--- src/rtl/pixel_scan_gen.sv ---
// Raster-scan pixel address generator with pacing, optional serpentine order and neighbour flags.
// Define PIXEL_SCAN_CONTINUOUS_EN to make frames repeat back-to-back until abort.
module pixel_scan_gen #(
  parameter int unsigned IMAGEX     = 64,
  parameter int unsigned IMAGEY     = 64,
  parameter int unsigned STEP_DIV   = 1,
  parameter int unsigned SERPENTINE = 0,
  parameter int unsigned X_W        = $clog2(IMAGEX),
  parameter int unsigned Y_W        = $clog2(IMAGEY),
  parameter int unsigned ADDR_W     = $clog2(IMAGEX*IMAGEY)
) (
  input  logic              clk,
  input  logic              rst,
  input  logic              start,
  input  logic              abort,
  input  logic              out_ready,
  output logic              out_valid,
  output logic [X_W-1:0]    pix_x,
  output logic [Y_W-1:0]    pix_y,
  output logic [ADDR_W-1:0] pix_addr,
  output logic              dir_rtl,
  output logic              last_in_row,
  output logic              last_pixel,
  output logic              nb_fwd,
  output logic              nb_down,
  output logic              nb_down_fwd,
  output logic              nb_down_back,
  output logic              busy,
  output logic              frame_done
);

  localparam int unsigned RC_W = (STEP_DIV > 1) ? $clog2(STEP_DIV) : 1;
  localparam logic [X_W-1:0]  X_MAX  = X_W'(IMAGEX - 1);
  localparam logic [Y_W-1:0]  Y_MAX  = Y_W'(IMAGEY - 1);
  localparam logic [RC_W-1:0] RC_MAX = RC_W'(STEP_DIV - 1);

  typedef enum logic [1:0] {IDLE, SCAN, DONE} state_t;

  state_t            state;
  logic [RC_W-1:0]   rate_cnt;
  logic [X_W-1:0]    adv_x;
  logic [Y_W-1:0]    adv_y;
  logic [ADDR_W-1:0] adv_addr;
  logic              adv_dir;

  // Flags for a position: {last_in_row, last_pixel, nb_fwd, nb_down, nb_down_fwd, nb_down_back}.
  function automatic logic [5:0] flags_of(input logic [X_W-1:0] fx,
                                          input logic [Y_W-1:0] fy,
                                          input logic fd);
    logic lir;
    logic back_edge;
    logic down;
    lir       = fd ? (fx == '0) : (fx == X_MAX);
    back_edge = fd ? (fx == X_MAX) : (fx == '0);
    down      = (fy != Y_MAX);
    return {lir, lir && !down, !lir, down, down && !lir, down && !back_edge};
  endfunction

  // Next scan position after a handshake; addr tracks y*IMAGEX+x incrementally.
  always_comb begin
    adv_x    = pix_x;
    adv_y    = pix_y;
    adv_addr = pix_addr;
    adv_dir  = dir_rtl;
    if (!last_in_row) begin
      if (dir_rtl) begin
        adv_x    = pix_x - X_W'(1);
        adv_addr = pix_addr - ADDR_W'(1);
      end else begin
        adv_x    = pix_x + X_W'(1);
        adv_addr = pix_addr + ADDR_W'(1);
      end
    end else if (SERPENTINE != 0) begin
      adv_y    = pix_y + Y_W'(1);
      adv_addr = pix_addr + ADDR_W'(IMAGEX);
      adv_dir  = !dir_rtl;
    end else begin
      adv_x    = '0;
      adv_y    = pix_y + Y_W'(1);
      adv_addr = pix_addr + ADDR_W'(1);
    end
  end

  always_ff @(posedge clk or posedge rst) begin
    if (rst) begin
      state      <= IDLE;
      rate_cnt   <= '0;
      out_valid  <= 1'b0;
      pix_x      <= '0;
      pix_y      <= '0;
      pix_addr   <= '0;
      dir_rtl    <= 1'b0;
      {last_in_row, last_pixel, nb_fwd, nb_down, nb_down_fwd, nb_down_back} <= '0;
      busy       <= 1'b0;
      frame_done <= 1'b0;
    end else if (abort) begin
      state      <= IDLE;
      rate_cnt   <= '0;
      out_valid  <= 1'b0;
      pix_x      <= '0;
      pix_y      <= '0;
      pix_addr   <= '0;
      dir_rtl    <= 1'b0;
      {last_in_row, last_pixel, nb_fwd, nb_down, nb_down_fwd, nb_down_back} <= '0;
      busy       <= 1'b0;
      frame_done <= 1'b0;
    end else begin
      frame_done <= 1'b0;
      case (state)
        IDLE: begin
          if (start) begin
            state     <= SCAN;
            busy      <= 1'b1;
            rate_cnt  <= '0;
            out_valid <= (RC_MAX == '0);
            pix_x     <= '0;
            pix_y     <= '0;
            pix_addr  <= '0;
            dir_rtl   <= 1'b0;
            {last_in_row, last_pixel, nb_fwd, nb_down, nb_down_fwd, nb_down_back} <=
              flags_of('0, '0, 1'b0);
          end
        end
        SCAN: begin
          if (out_valid && out_ready) begin
            rate_cnt <= '0;
            if (last_pixel) begin
              state      <= DONE;
              frame_done <= 1'b1;
              out_valid  <= 1'b0;
              pix_x      <= '0;
              pix_y      <= '0;
              pix_addr   <= '0;
              dir_rtl    <= 1'b0;
              {last_in_row, last_pixel, nb_fwd, nb_down, nb_down_fwd, nb_down_back} <= '0;
            end else begin
              out_valid <= (RC_MAX == '0);
              pix_x     <= adv_x;
              pix_y     <= adv_y;
              pix_addr  <= adv_addr;
              dir_rtl   <= adv_dir;
              {last_in_row, last_pixel, nb_fwd, nb_down, nb_down_fwd, nb_down_back} <=
                flags_of(adv_x, adv_y, adv_dir);
            end
          end else if (!out_valid) begin
            // Pacing: count toward presentation; a stalled pixel holds the counter.
            rate_cnt  <= rate_cnt + RC_W'(1);
            out_valid <= ((rate_cnt + RC_W'(1)) == RC_MAX);
          end
        end
        DONE: begin
`ifdef PIXEL_SCAN_CONTINUOUS_EN
          state     <= SCAN;
          rate_cnt  <= '0;
          out_valid <= (RC_MAX == '0);
          pix_x     <= '0;
          pix_y     <= '0;
          pix_addr  <= '0;
          dir_rtl   <= 1'b0;
          {last_in_row, last_pixel, nb_fwd, nb_down, nb_down_fwd, nb_down_back} <=
            flags_of('0, '0, 1'b0);
`else
          state <= IDLE;
          busy  <= 1'b0;
`endif
        end
        default: begin
          state <= IDLE;
          busy  <= 1'b0;
        end
      endcase
    end
  end

endmodule

--- config.mk ---
export PLATFORM = sky130hd
export DESIGN_NAME = pixel_scan_gen
export DESIGN_NICKNAME = d
export VERILOG_FILES = /design/src/rtl/pixel_scan_gen.sv
export SDC_FILE = /design/constraint.sdc
export NUM_CORES = 1
export LEC_CHECK = 0
export CAP_MARGIN = 5
export CORE_ASPECT_RATIO = 0.75
export CORE_UTILIZATION = 46
export CTS_CLUSTER_DIAMETER = 60
export CTS_CLUSTER_SIZE = 24
export DETAILED_ROUTE_END_ITERATION = 6
export GPL_ROUTABILITY_DRIVEN = 0
export PLACE_DENSITY = 0.77
export SLEW_MARGIN = 20
export SYNTH_ARGS = -nofsm -noshare
export SYNTH_HDL_FRONTEND = slang
export SYNTH_SLANG_ARGS = --single-unit
export TNS_END_PERCENT = 100
--- constraint.sdc ---
create_clock -name clk -period 1.7 [get_ports clk]
set_clock_uncertainty 0.15 [all_clocks]
set_input_delay 0.17 -clock clk [delete_from_list [all_inputs] [get_ports clk]]
set_output_delay 0.17 -clock clk [all_outputs]
set_load 0.01 [all_outputs]
==> flow_summary.ini, run 1 <==
[sta]
hold_viol_final = 0
finalCritPeriodShare_pct = 102.6
maxSlewViolCount = 0
fmax_mhz = 573.3
fin_hold_ws_ns = 0.07623
period_needed_ns = 1.744
setup_violations = 3
fin_ws_ns = -0.04441
grt_setup_unrepaired = yes

[status]
violations = setup timing
outcome = finished with violations

[yosys]
seq_area_frac_synth_pct = 46.88
syn-num-nets = 207
ys_ff_latch = 36
synth.avg_cell_area_sq_um = 9.658
yosys_warnings = 0
synthCells = 199
synth_area_sq_mm = 0.001922
ys_types = 44

[place]
placement.io_buffers = 37
dp_cells = 303
placed_area_sq_mm = 0.002564
detailed_place_hpwl_mm = 3.256
dpl_worst_slack_ns = -0.1480

[cells_and_area]
final_util_pct = 70.64
drive_gt1_share_pct = 22.01
antenna_cells = 0
fin_nets = 266
syn_to_final_growth_pct = 40.69
final_cell_area_sq_mm = 0.002704
instances_no_fill = 311

[power_and_ir_drop]
p_leak_nw = 1.174
vdd_drop_max_mv = 0.4538
p_per_area_mw_per_mm2 = 632.1

[cts]
htreeDepth = 2
clk-insertion-delay-late_ns = 0.29
cts.sinks = 36
ctsLongestPathBuffers = 2
cts_tree = done
clk_pin_slew_ns = 0.07
cts_buffers = 5
clock-root-buffer = clkbuf_8

[worst_setup_path]
critPathMaxFanout = 2
path_class = reg2reg
start_kind = register
end_kind = register
crit_required_ns = 1.72
arrival_ns = 1.77
worst-r2r-cell-count = 6

[route]
drt_first_pass_iters = 4
vias = 1670
wirelength_mm = 4.642
via_per_inst = 5.370
post-route-drc-count = 0
drt_iter0_drc = 151
drt.antenna.violating_nets = 0
wl_per_cell_um = 14.93

[floorplanning]
die_w_um = 76.64
ios = 39
rows = 19
start_util_pct = 50.21
dieArea_sq_mm = 0.004443
core_area_sq_mm = 0.003827
die_y_um = 57.98

[global_routing]
overflow = 0
grt_max_degree = 37
grt_usage_pct = 23.14
grt_pass1_vias = 1601
grt_pass1_wl_mm = 7.783
antenna_found_initial = 0

[run]
maxCapViolCount = 0

[min_path]
min_path_type = in2async
critical path, cell delays in order, from the launching register on:
cell and delay, ns:
dfrtp_2 0.43, ha_4 0.27, nand3b_1 0.12, nor4b_4 0.25, nor2b_4 0.21, o21a_4 0.15
nor3_1 0.04
cell usage after synthesis, drive strengths merged:
| cell type | instances | share of area (%) |
|---|---|---|
| o21bai | 1 | 0.39 |
| nand4 | 3 | 0.98 |
| o22ai | 1 | 0.33 |
| or2 | 3 | 0.98 |
| and4 | 2 | 0.91 |
| nor3b | 1 | 0.39 |
| nand2 | 16 | 3.1 |
| a21oi | 4 | 1.2 |
| and2 | 2 | 0.65 |
| inv | 4 | 0.78 |
| ha | 3 | 2.0 |
| o2111ai | 2 | 0.91 |
| nand3 | 12 | 3.1 |
| a211oi | 2 | 0.78 |
| a2111oi | 2 | 1.9 |
| nor2 | 25 | 5.0 |
| clkbuf | 3 | 0.59 |
| conb | 1 | 0.20 |
| nor4b | 1 | 0.78 |
| dfrtp | 36 | 47 |
| xnor2 | 5 | 2.3 |
| nor3 | 7 | 2.1 |
| o21a | 2 | 1.2 |
| a22o | 4 | 1.9 |
| nand3b | 3 | 1.2 |
| xor2 | 13 | 6.3 |
| nor2b | 3 | 1.4 |
| o21ba | 2 | 1.0 |
| and3 | 3 | 0.98 |
| o21ai | 19 | 4.9 |
| o31ai | 4 | 1.6 |
| buf | 6 | 1.8 |
| nand2b | 1 | 0.33 |
| o211ai | 3 | 1.2 |
report_power, final:
part	total, mW	switching, mW	leakage (nW)	internal, mW
registers	0.886	0.0140	0.486	0.872
clock network	0.632	0.301	0.0455	0.331
logic	0.191	0.0972	0.642	0.0936
through the flow:
step | TNS (ns) | power [mW]
global placement | -1.560 | 1.084
finish | -0.09997 | 1.709
global route | -0.5393 | 1.775
CTS | -0.1216 | 1.709
floorplan | -0.03417 | 0.9941
detailed placement | -1.984 | 1.088
path summary, 6_finish.rpt:
path                                     startpoint                        to  slack, ns
setup / recovery               pix_x[0]$_DFFE_PP0P_        nb_fwd$_DFFE_PP0P_      -0.04
min in group clk           nb_down_back$_DFFE_PP0P_  nb_down_back$_DFFE_PP0P_       0.34
hold reg to reg            nb_down_back$_DFFE_PP0P_  nb_down_back$_DFFE_PP0P_       0.34
max in group asynchronous                       rst      pix_x[0]$_DFFE_PP0P_       1.13
hold / removal                                  rst  pix_addr[11]$_DFFE_PP0P_       0.08
setup reg to reg               pix_x[0]$_DFFE_PP0P_        nb_fwd$_DFFE_PP0P_      -0.04
flip-flops by register name, indices dropped and copies added (netlist names):
signal / cells
out_valid: 1
pix_y: 6
nb_down_back: 1
busy: 1
pix_addr: 12
last_pixel: 1
nb_down: 1
frame_done: 1
last_in_row: 1
nb_down_fwd: 1
rate_cnt: 1
state: 2
nb_fwd: 1
pix_x: 6
logic make-up (layout without fill, tap and decap cells):
kind of cell             Yosys count  after routing  share of synthesized area [%]
AO/OA/AOI/OAI                     46             46                          17.32
AND/OR/NAND/NOR                   82             82                          21.88
XOR/XNOR                          18             18                          8.594
flip-flops                        36             36                          46.87
adder cells (fa/ha/maj)            3              3                          1.953
buffers and inverters             13             73                          3.190
other                              1              1                         0.1951
placed cells by master (no fill, tap or decap), drive strengths merged:
master         instances
nor3b                  1
a21oi                  4
and4                   2
nor2b                  3
nor4b                  1
nand2b                 1
clkdlybuf4s50         33
o31ai                  4
a22o                   4
dfrtp                 36
nand4                  3
and3                   3
and2                   2
nor2                  25
clkbuf                 8
nand3                 12
inv                    4
o21ba                  2
xnor2                  5
o21bai                 1
o22ai                  1
nor3                   7
nand2                 16
xor2                  13
o211ai                 3
or2                    3
a2111oi                2
o21a                   2
ha                     3
buf                   24
conb                   1
o2111ai                2
a211oi                 2
o21ai                 19
nand3b                 3
dlymetal6s2s           4
routing by layer:
metal	up-vias	track usage, %	share of wire (%)	wire, um
met5	-	0	0	0
met4	0	10.71	1.5	68
met3	5	4.567	3.8	176
met2	40	33.20	45	2069
met1	806	34.02	50	2328
li1	819	-	-	-
area by class of cell:
type                            instances  area, sq um
Sequential cell                        36        905.9
Multi-Input combinational cell        150         1026
Timing Repair Buffer                   61        601.8
Inverter                                4        15.01
Fill cell                             285         1124
Tap cell                               52        65.06
Clock buffer                            8        90.09
repair_timing:
| action | in CTS | in global routing |
|---|---|---|
| hold endpoints to repair | 0 | 0 |
| pin swaps | 0 | 3 |
| endpoints found under the setup margin | 4 | 22 |
| gates resized for setup | 2 | 16 |
| hold buffers | 0 | 0 |
| buffers inserted | 1 | 0 |
| cloned | 0 | 0 |
Note: power is estimated with default switching activity, not from simulation.
==> run 2, diff against run 1 <==
Settings changed: REMOVE_ABC_BUFFERS from default to 1.
==> run 2 against run 1 <==
Net effect:
- the run still ends with setup timing left
- maximum frequency is 2.6% lower
- core utilization is 2.5 points higher
- cell count is 3.5% higher
- first-iteration DRC count is 52% lower
- non-clock buffer count is 11 higher
- combinational power is 4% higher
- register-to-register slack worse by 0.05 ns
- wire length is 2.5% higher
- critical path type unchanged
- largest power group unchanged
- highest routed layer unchanged
==> flow_summary.ini, run 2 (synthesized netlist as in run 1, its figures left out) <==
[status]
outcome = finished with violations
violations = setup timing

[cells_and_area]
syn_to_final_growth_pct = 45.77
regArea_sq_um = 902.1
antenna_cells = 0
multi_input_area_sq_mm = 0.001057
instances_no_fill = 322
final_util_pct = 73.19
drive_gt1_share_pct = 25.56
largest_registers = pix_addr x12, pix_x x6, pix_y x6
fill_cells = 280
regMostFlops = pix_addr
mostFrequentLayoutCell = dfrtp_1
largest_reg_flops = 12
layout_common_cells = dfrtp_1 (35), clkdlybuf4s50_1 (34), buf_4 (31)
fin_nets = 277

[sta]
grt_setup_unrepaired = yes
fin_ws_ns = -0.09057
hold_viol_final = 0
setup_violations = 4
period_needed_ns = 1.791
fmax_mhz = 558.5
fin_hold_ws_ns = 0.08152
finalCritPeriodShare_pct = 105.3
setup_tns_ns = -0.2455
maxSlewViolCount = 0

[cts]
cts_tree = done
clock-root-buffer = clkbuf_8
cts_buffers = 5
clk-insertion-delay-late_ns = 0.28
htreeDepth = 2
ctsLongestPathBuffers = 2
cts.sinks = 36
hold_buffers = 0
clk_pin_slew_ns = 0.07

[route]
wl_met3_um = 209
highest_layer = met4
wl_met1_mm = 2.311
wirelength_mm = 4.756
via_per_inst = 5.466
drt_iter0_drc = 72
dr_wl_met2_mm = 2.179
drt_first_pass_iters = 4
post-route-drc-count = 0
drt.antenna.violating_nets = 0
vias = 1760
wl_per_cell_um = 14.77

[floorplanning]
die_w_um = 76.64
ios = 39
rows = 19
core_area_sq_mm = 0.003827
die_y_um = 57.98
dieArea_sq_mm = 0.004443
start_util_pct = 50.21

[power_and_ir_drop]
p_total_mw = 1.699
p_leak_nw = 1.218
p_per_area_mw_per_mm2 = 606.5
vdd_drop_max_mv = 0.4990

[worst_setup_path]
regToRegStartpoint = pix_x[1]$_DFFE_PP0P_
crit_path_max_incr_delay_ns = 0.41
path_class = reg2reg
r2r_setup_slack_ns = -0.09
end_kind = register
critPathMaxFanout = 2
crit_path_cell_trace = ha_4 > nand3b_1 > nor4b_4 > nor2b_4 > o21a_4 > a2111oi_4
critPathBufInv = 0
worst-r2r-cell-count = 6
critPathSlowestCell = dfrtp_1
arrival_ns = 1.81
crit_required_ns = 1.71
start_kind = register
r2r_end = nb_down_fwd$_DFFE_PP0P_
cp_top_family = simple AND/OR/NAND/NOR gates

[run]
maxCapViolCount = 0

[global_routing]
grt_pass1_vias = 1616
grt_pass1_wl_mm = 7.707
antenna_found_initial = 0
overflow = 0
grt_max_degree = 37
grt_usage_pct = 22.51

[min_path]
min_path_type = in2async

[place]
placement.io_buffers = 37
dp_cells = 307
detailed_place_hpwl_mm = 3.206
-- run 2: cell count changes in the layout (fill, tap and decap cells not counted), moves of 2 or more --
cell,delta
nor3_2,+2
dlymetal6s2s_1,-2
clkbuf_1,-2
o21ai_0,-2
dfrtp_1,+3
nor3_1,-2
o21ai_1,+2
buf_4,+11
clkinv_2,+2
dfrtp_2,-3
-- run 2: area by class of cell --
| type | instances | area share (%) |
|---|---|---|
| repair buffers | 72 | 23.89 |
| clock inverters | 2 | 0.3573 |
| flip-flops and latches | 36 | 32.20 |
| inverters | 4 | 0.5360 |
| clock buffers | 6 | 2.948 |
| multi-input cells | 150 | 37.74 |
| well taps | 52 | 2.322 |
-- run 2: worst max path at each step --
stage                              start                  endpoint  slack (ns)  depth (start not counted)
detailed placement             out_ready  pix_addr[11]$_DFFE_PP0P_       -0.18                          7
floorplan           pix_x[0]$_DFFE_PP0P_   nb_down_fwd$_DFFE_PP0P_       -0.18                          6
CTS                 pix_x[0]$_DFFE_PP0P_        nb_fwd$_DFFE_PP0P_        -0.1                          6
global placement               out_ready  pix_addr[11]$_DFFE_PP0P_       -0.16                          7
finish              pix_x[1]$_DFFE_PP0P_   nb_down_fwd$_DFFE_PP0P_       -0.09                          6
global route        pix_x[1]$_DFFE_PP0P_   nb_down_fwd$_DFFE_PP0P_       -0.19                          6
-- run 2: repair_timing --
item                                    CTS  global route
pin swaps                                 5             9
setup buffers                             2             5
gates resized for setup                   5            22
endpoints found under the setup margin    7            23
-- run 2: tightest hold or removal path, stage by stage --
cell and delay (ns):
clkdlybuf4s50_1 0.39, inv_1 0.10, buf_12 0.22
-- run 2: routing by layer --
layer / vias to the layer above / track usage, %
li1: 839 / -
met1: 862 / 31.96
met2: 52 / 34.49
met3: 7 / 5.039
met4: 0 / 7.692
met5: - / 0
-- run 2: where the power goes --
group | switching [mW] | leakage [nW] | internal [mW] | total, mW
Clock | 0.292 | 0.0510 | 0.323 | 0.615
Sequential | 0.0135 | 0.491 | 0.872 | 0.886
Combinational | 0.102 | 0.676 | 0.0958 | 0.198
-- run 2: stage by stage --
stage / setup slack (ns) / cell area (sq um)
detailed placement: -0.1848 / 2546
global placement: -0.1572 / 2546
floorplan: -0.1752 / 1876
CTS: -0.09535 / 2670
global route: -0.1866 / 2801
finish: -0.09057 / 2801
==> run 3, diff against run 2 <==
Settings changed: CORE_ASPECT_RATIO 0.75 to 0.8, HOLD_SLACK_MARGIN from default to 0.1.
==> run 3 against run 2 <==
Net effect:
- the flow still finishes with violations (setup timing)
- die area is essentially flat
- combinational power shrank 3%
- critical path depth is the same
- design area shrank 0.63%
- first-iteration DRC count grew 71%
- non-clock buffer count shrank 1
- clock power grew 8.0%
- count of clock-buffer cells in the layout grew 1
- setup slack gained 0.022 ns
- wire length grew 5.1%
- critical endpoint unchanged
- largest cell class unchanged
==> flow_summary.ini, run 3 (synthesized netlist as in run 1, its figures left out) <==
[worst_setup_path]
critPathBufInv = 0
cp_top_family = simple AND/OR/NAND/NOR gates
start_kind = register
crit_required_ns = 1.72
arrival_ns = 1.78
critPathMaxFanout = 2
r2r_setup_slack_ns = -0.07
crit_path_cell_trace = ha_4 > nand3b_1 > nor4b_2 > nor2b_4 > o21a_4 > a2111oi_4
regToRegStartpoint = pix_x[1]$_DFFE_PP0P_
r2r_end = nb_down_fwd$_DFFE_PP0P_
crit_path_max_incr_delay_ns = 0.41
end_kind = register
worst-r2r-cell-count = 6
path_class = reg2reg
critPathSlowestCell = dfrtp_1

[sta]
setup_violations = 2
fin_ws_ns = -0.06824
hold_viol_final = 0
grt_setup_unrepaired = yes
maxSlewViolCount = 0
period_needed_ns = 1.768
fmax_mhz = 565.5
finalCritPeriodShare_pct = 104.0

[power_and_ir_drop]
internal_power_mw = 1.324
seqPwrFrac_pct = 50.9
vdd_drop_max_mv = 0.3360
netSwitchingFraction_pct = 24.07
p_clk_share_pct = 38.1
p_per_area_mw_per_mm2 = 626.6
pwr-share-comb_pct = 11.1
p_leak_nw = 1.285
p_switching_mw = 0.4199

[global_routing]
grt_pass1_wl_mm = 7.645
grt_max_degree = 37
overflow = 0
grt_usage_pct = 23.16
grt_pass1_vias = 1583
antenna_found_initial = 0

[route]
drt_first_pass_iters = 4
via_per_inst = 5.523
wirelength_mm = 4.999
wl_per_cell_um = 15.48
vias = 1784
drt_iter0_drc = 123
drt.antenna.violating_nets = 0
post-route-drc-count = 0

[cts]
clock-root-buffer = clkbuf_8
htreeDepth = 2
clk_pin_slew_ns = 0.07
cts_tree = done
clk-insertion-delay-late_ns = 0.29
cts_buffers = 5
cts.sinks = 36
ctsLongestPathBuffers = 2

[cells_and_area]
largest_reg_flops = 12
fin_nets = 276
syn_to_final_growth_pct = 44.86
layout_common_cells = buf_4 (33), dfrtp_1 (31), clkdlybuf4s50_1 (30)
regArea_sq_um = 907.1
fill_cells = 308
antenna_cells = 0
drive_gt1_share_pct = 26.49
final_util_pct = 71.31
mostFrequentLayoutCell = buf_4
largest_registers = pix_addr x12, pix_x x6, pix_y x6
multi_input_area_sq_mm = 0.001050
final_cell_area_sq_mm = 0.002784
regMostFlops = pix_addr

[min_path]
min_path_type = in2async

[floorplanning]
die_y_um = 59.82
start_util_pct = 49.23
ios = 39
die_w_um = 74.27
rows = 20
dieArea_sq_mm = 0.004442
core_area_sq_mm = 0.003904

[place]
placement.io_buffers = 37
placed_area_sq_mm = 0.002517
detailed_place_hpwl_mm = 3.165

[status]
violations = setup timing
outcome = finished with violations

[run]
maxCapViolCount = 0
run 3: cell count changes in the layout (fill, tap and decap cells not counted), sizes merged:
cell	previous run	this run
buf	35	34
clkbuf	6	7
clkdlybuf4s50	34	30
dlygate4sd2	1	0
dlymetal6s2s	2	7
clkinv	2	0
run 3: worst max-delay path by stage:
stage	from	end	slack (ns)	cells after the start
final	pix_x[1]$_DFFE_PP0P_	nb_down_fwd$_DFFE_PP0P_	-0.07	6
after global placement	out_ready	pix_x[5]$_DFFE_PP0P_	-0.15	6
after global routing	pix_x[0]$_DFFE_PP0P_	nb_fwd$_DFFE_PP0P_	-0.15	6
after floorplan	pix_x[0]$_DFFE_PP0P_	nb_down_fwd$_DFFE_PP0P_	-0.18	6
after CTS	pix_x[0]$_DFFE_PP0P_	nb_down_fwd$_DFFE_PP0P_	-0.07	6
after detailed placement	out_ready	pix_y[3]$_DFFE_PP0P_	-0.20	6
run 3: through the flow:
stage                     std cells  setup WS (ns)  hold WS, ns  TNS (ns)  power, mW
final                           323       -0.06824       0.1371   -0.1326      1.744
after global routing            323        -0.1495       0.2010   -0.5879      1.822
after CTS                       318       -0.06771       0.1617   -0.1707      1.730
after detailed placement        309        -0.2048       0.3453    -3.680      1.071
after global placement          309        -0.1457       0.3180    -2.059      1.066
after floorplan                 190        -0.1752      0.07735   -0.2578     0.9794
run 3: metal layers:
layer	wire length [um]	vias to the layer above	GRT usage (%)	part of all wire, %
li1	-	839	-	-
met1	2348	885	33.87	47
met2	2328	51	34.68	47
met3	235	9	4.553	4.7
met4	87	0	7.278	1.7
met5	0	-	0	0
run 3: worst register-to-register path, stage by stage (launching register included):
cell and delay (ns):
dfrtp_1 0.41, ha_4 0.28, nand3b_1 0.09, nor4b_2 0.32
nor2b_4 0.21, o21a_4 0.14, a2111oi_4 0.05
run 3: layout make-up:
| type | count | area share [%] |
|---|---|---|
| inverter | 4 | 0.5393 |
| clock buffer | 7 | 3.461 |
| timing repair buffer | 71 | 23.24 |
| tap | 55 | 2.472 |
| multi-input combinational | 150 | 37.71 |
| sequential | 36 | 32.58 |
run 3: repair_timing:
item | 4_1_cts | 5_1_grt
gates resized for setup | 5 | 28
endpoints found under the setup margin | 12 | 25
cloned | 0 | 0
hold buffers | 0 | 0
pin swaps | 0 | 7
setup buffers | 2 | 5
run 3: power groups by stage:
| stage | clock network (mW) | logic (mW) | registers, mW |
|---|---|---|---|
| after floorplan | 0 | 0.0737 | 0.906 |
| after global placement | 0 | 0.165 | 0.901 |
| after detailed placement | 0 | 0.169 | 0.902 |
| after CTS | 0.669 | 0.176 | 0.885 |
| after global routing | 0.723 | 0.209 | 0.889 |
| final | 0.664 | 0.193 | 0.887 |
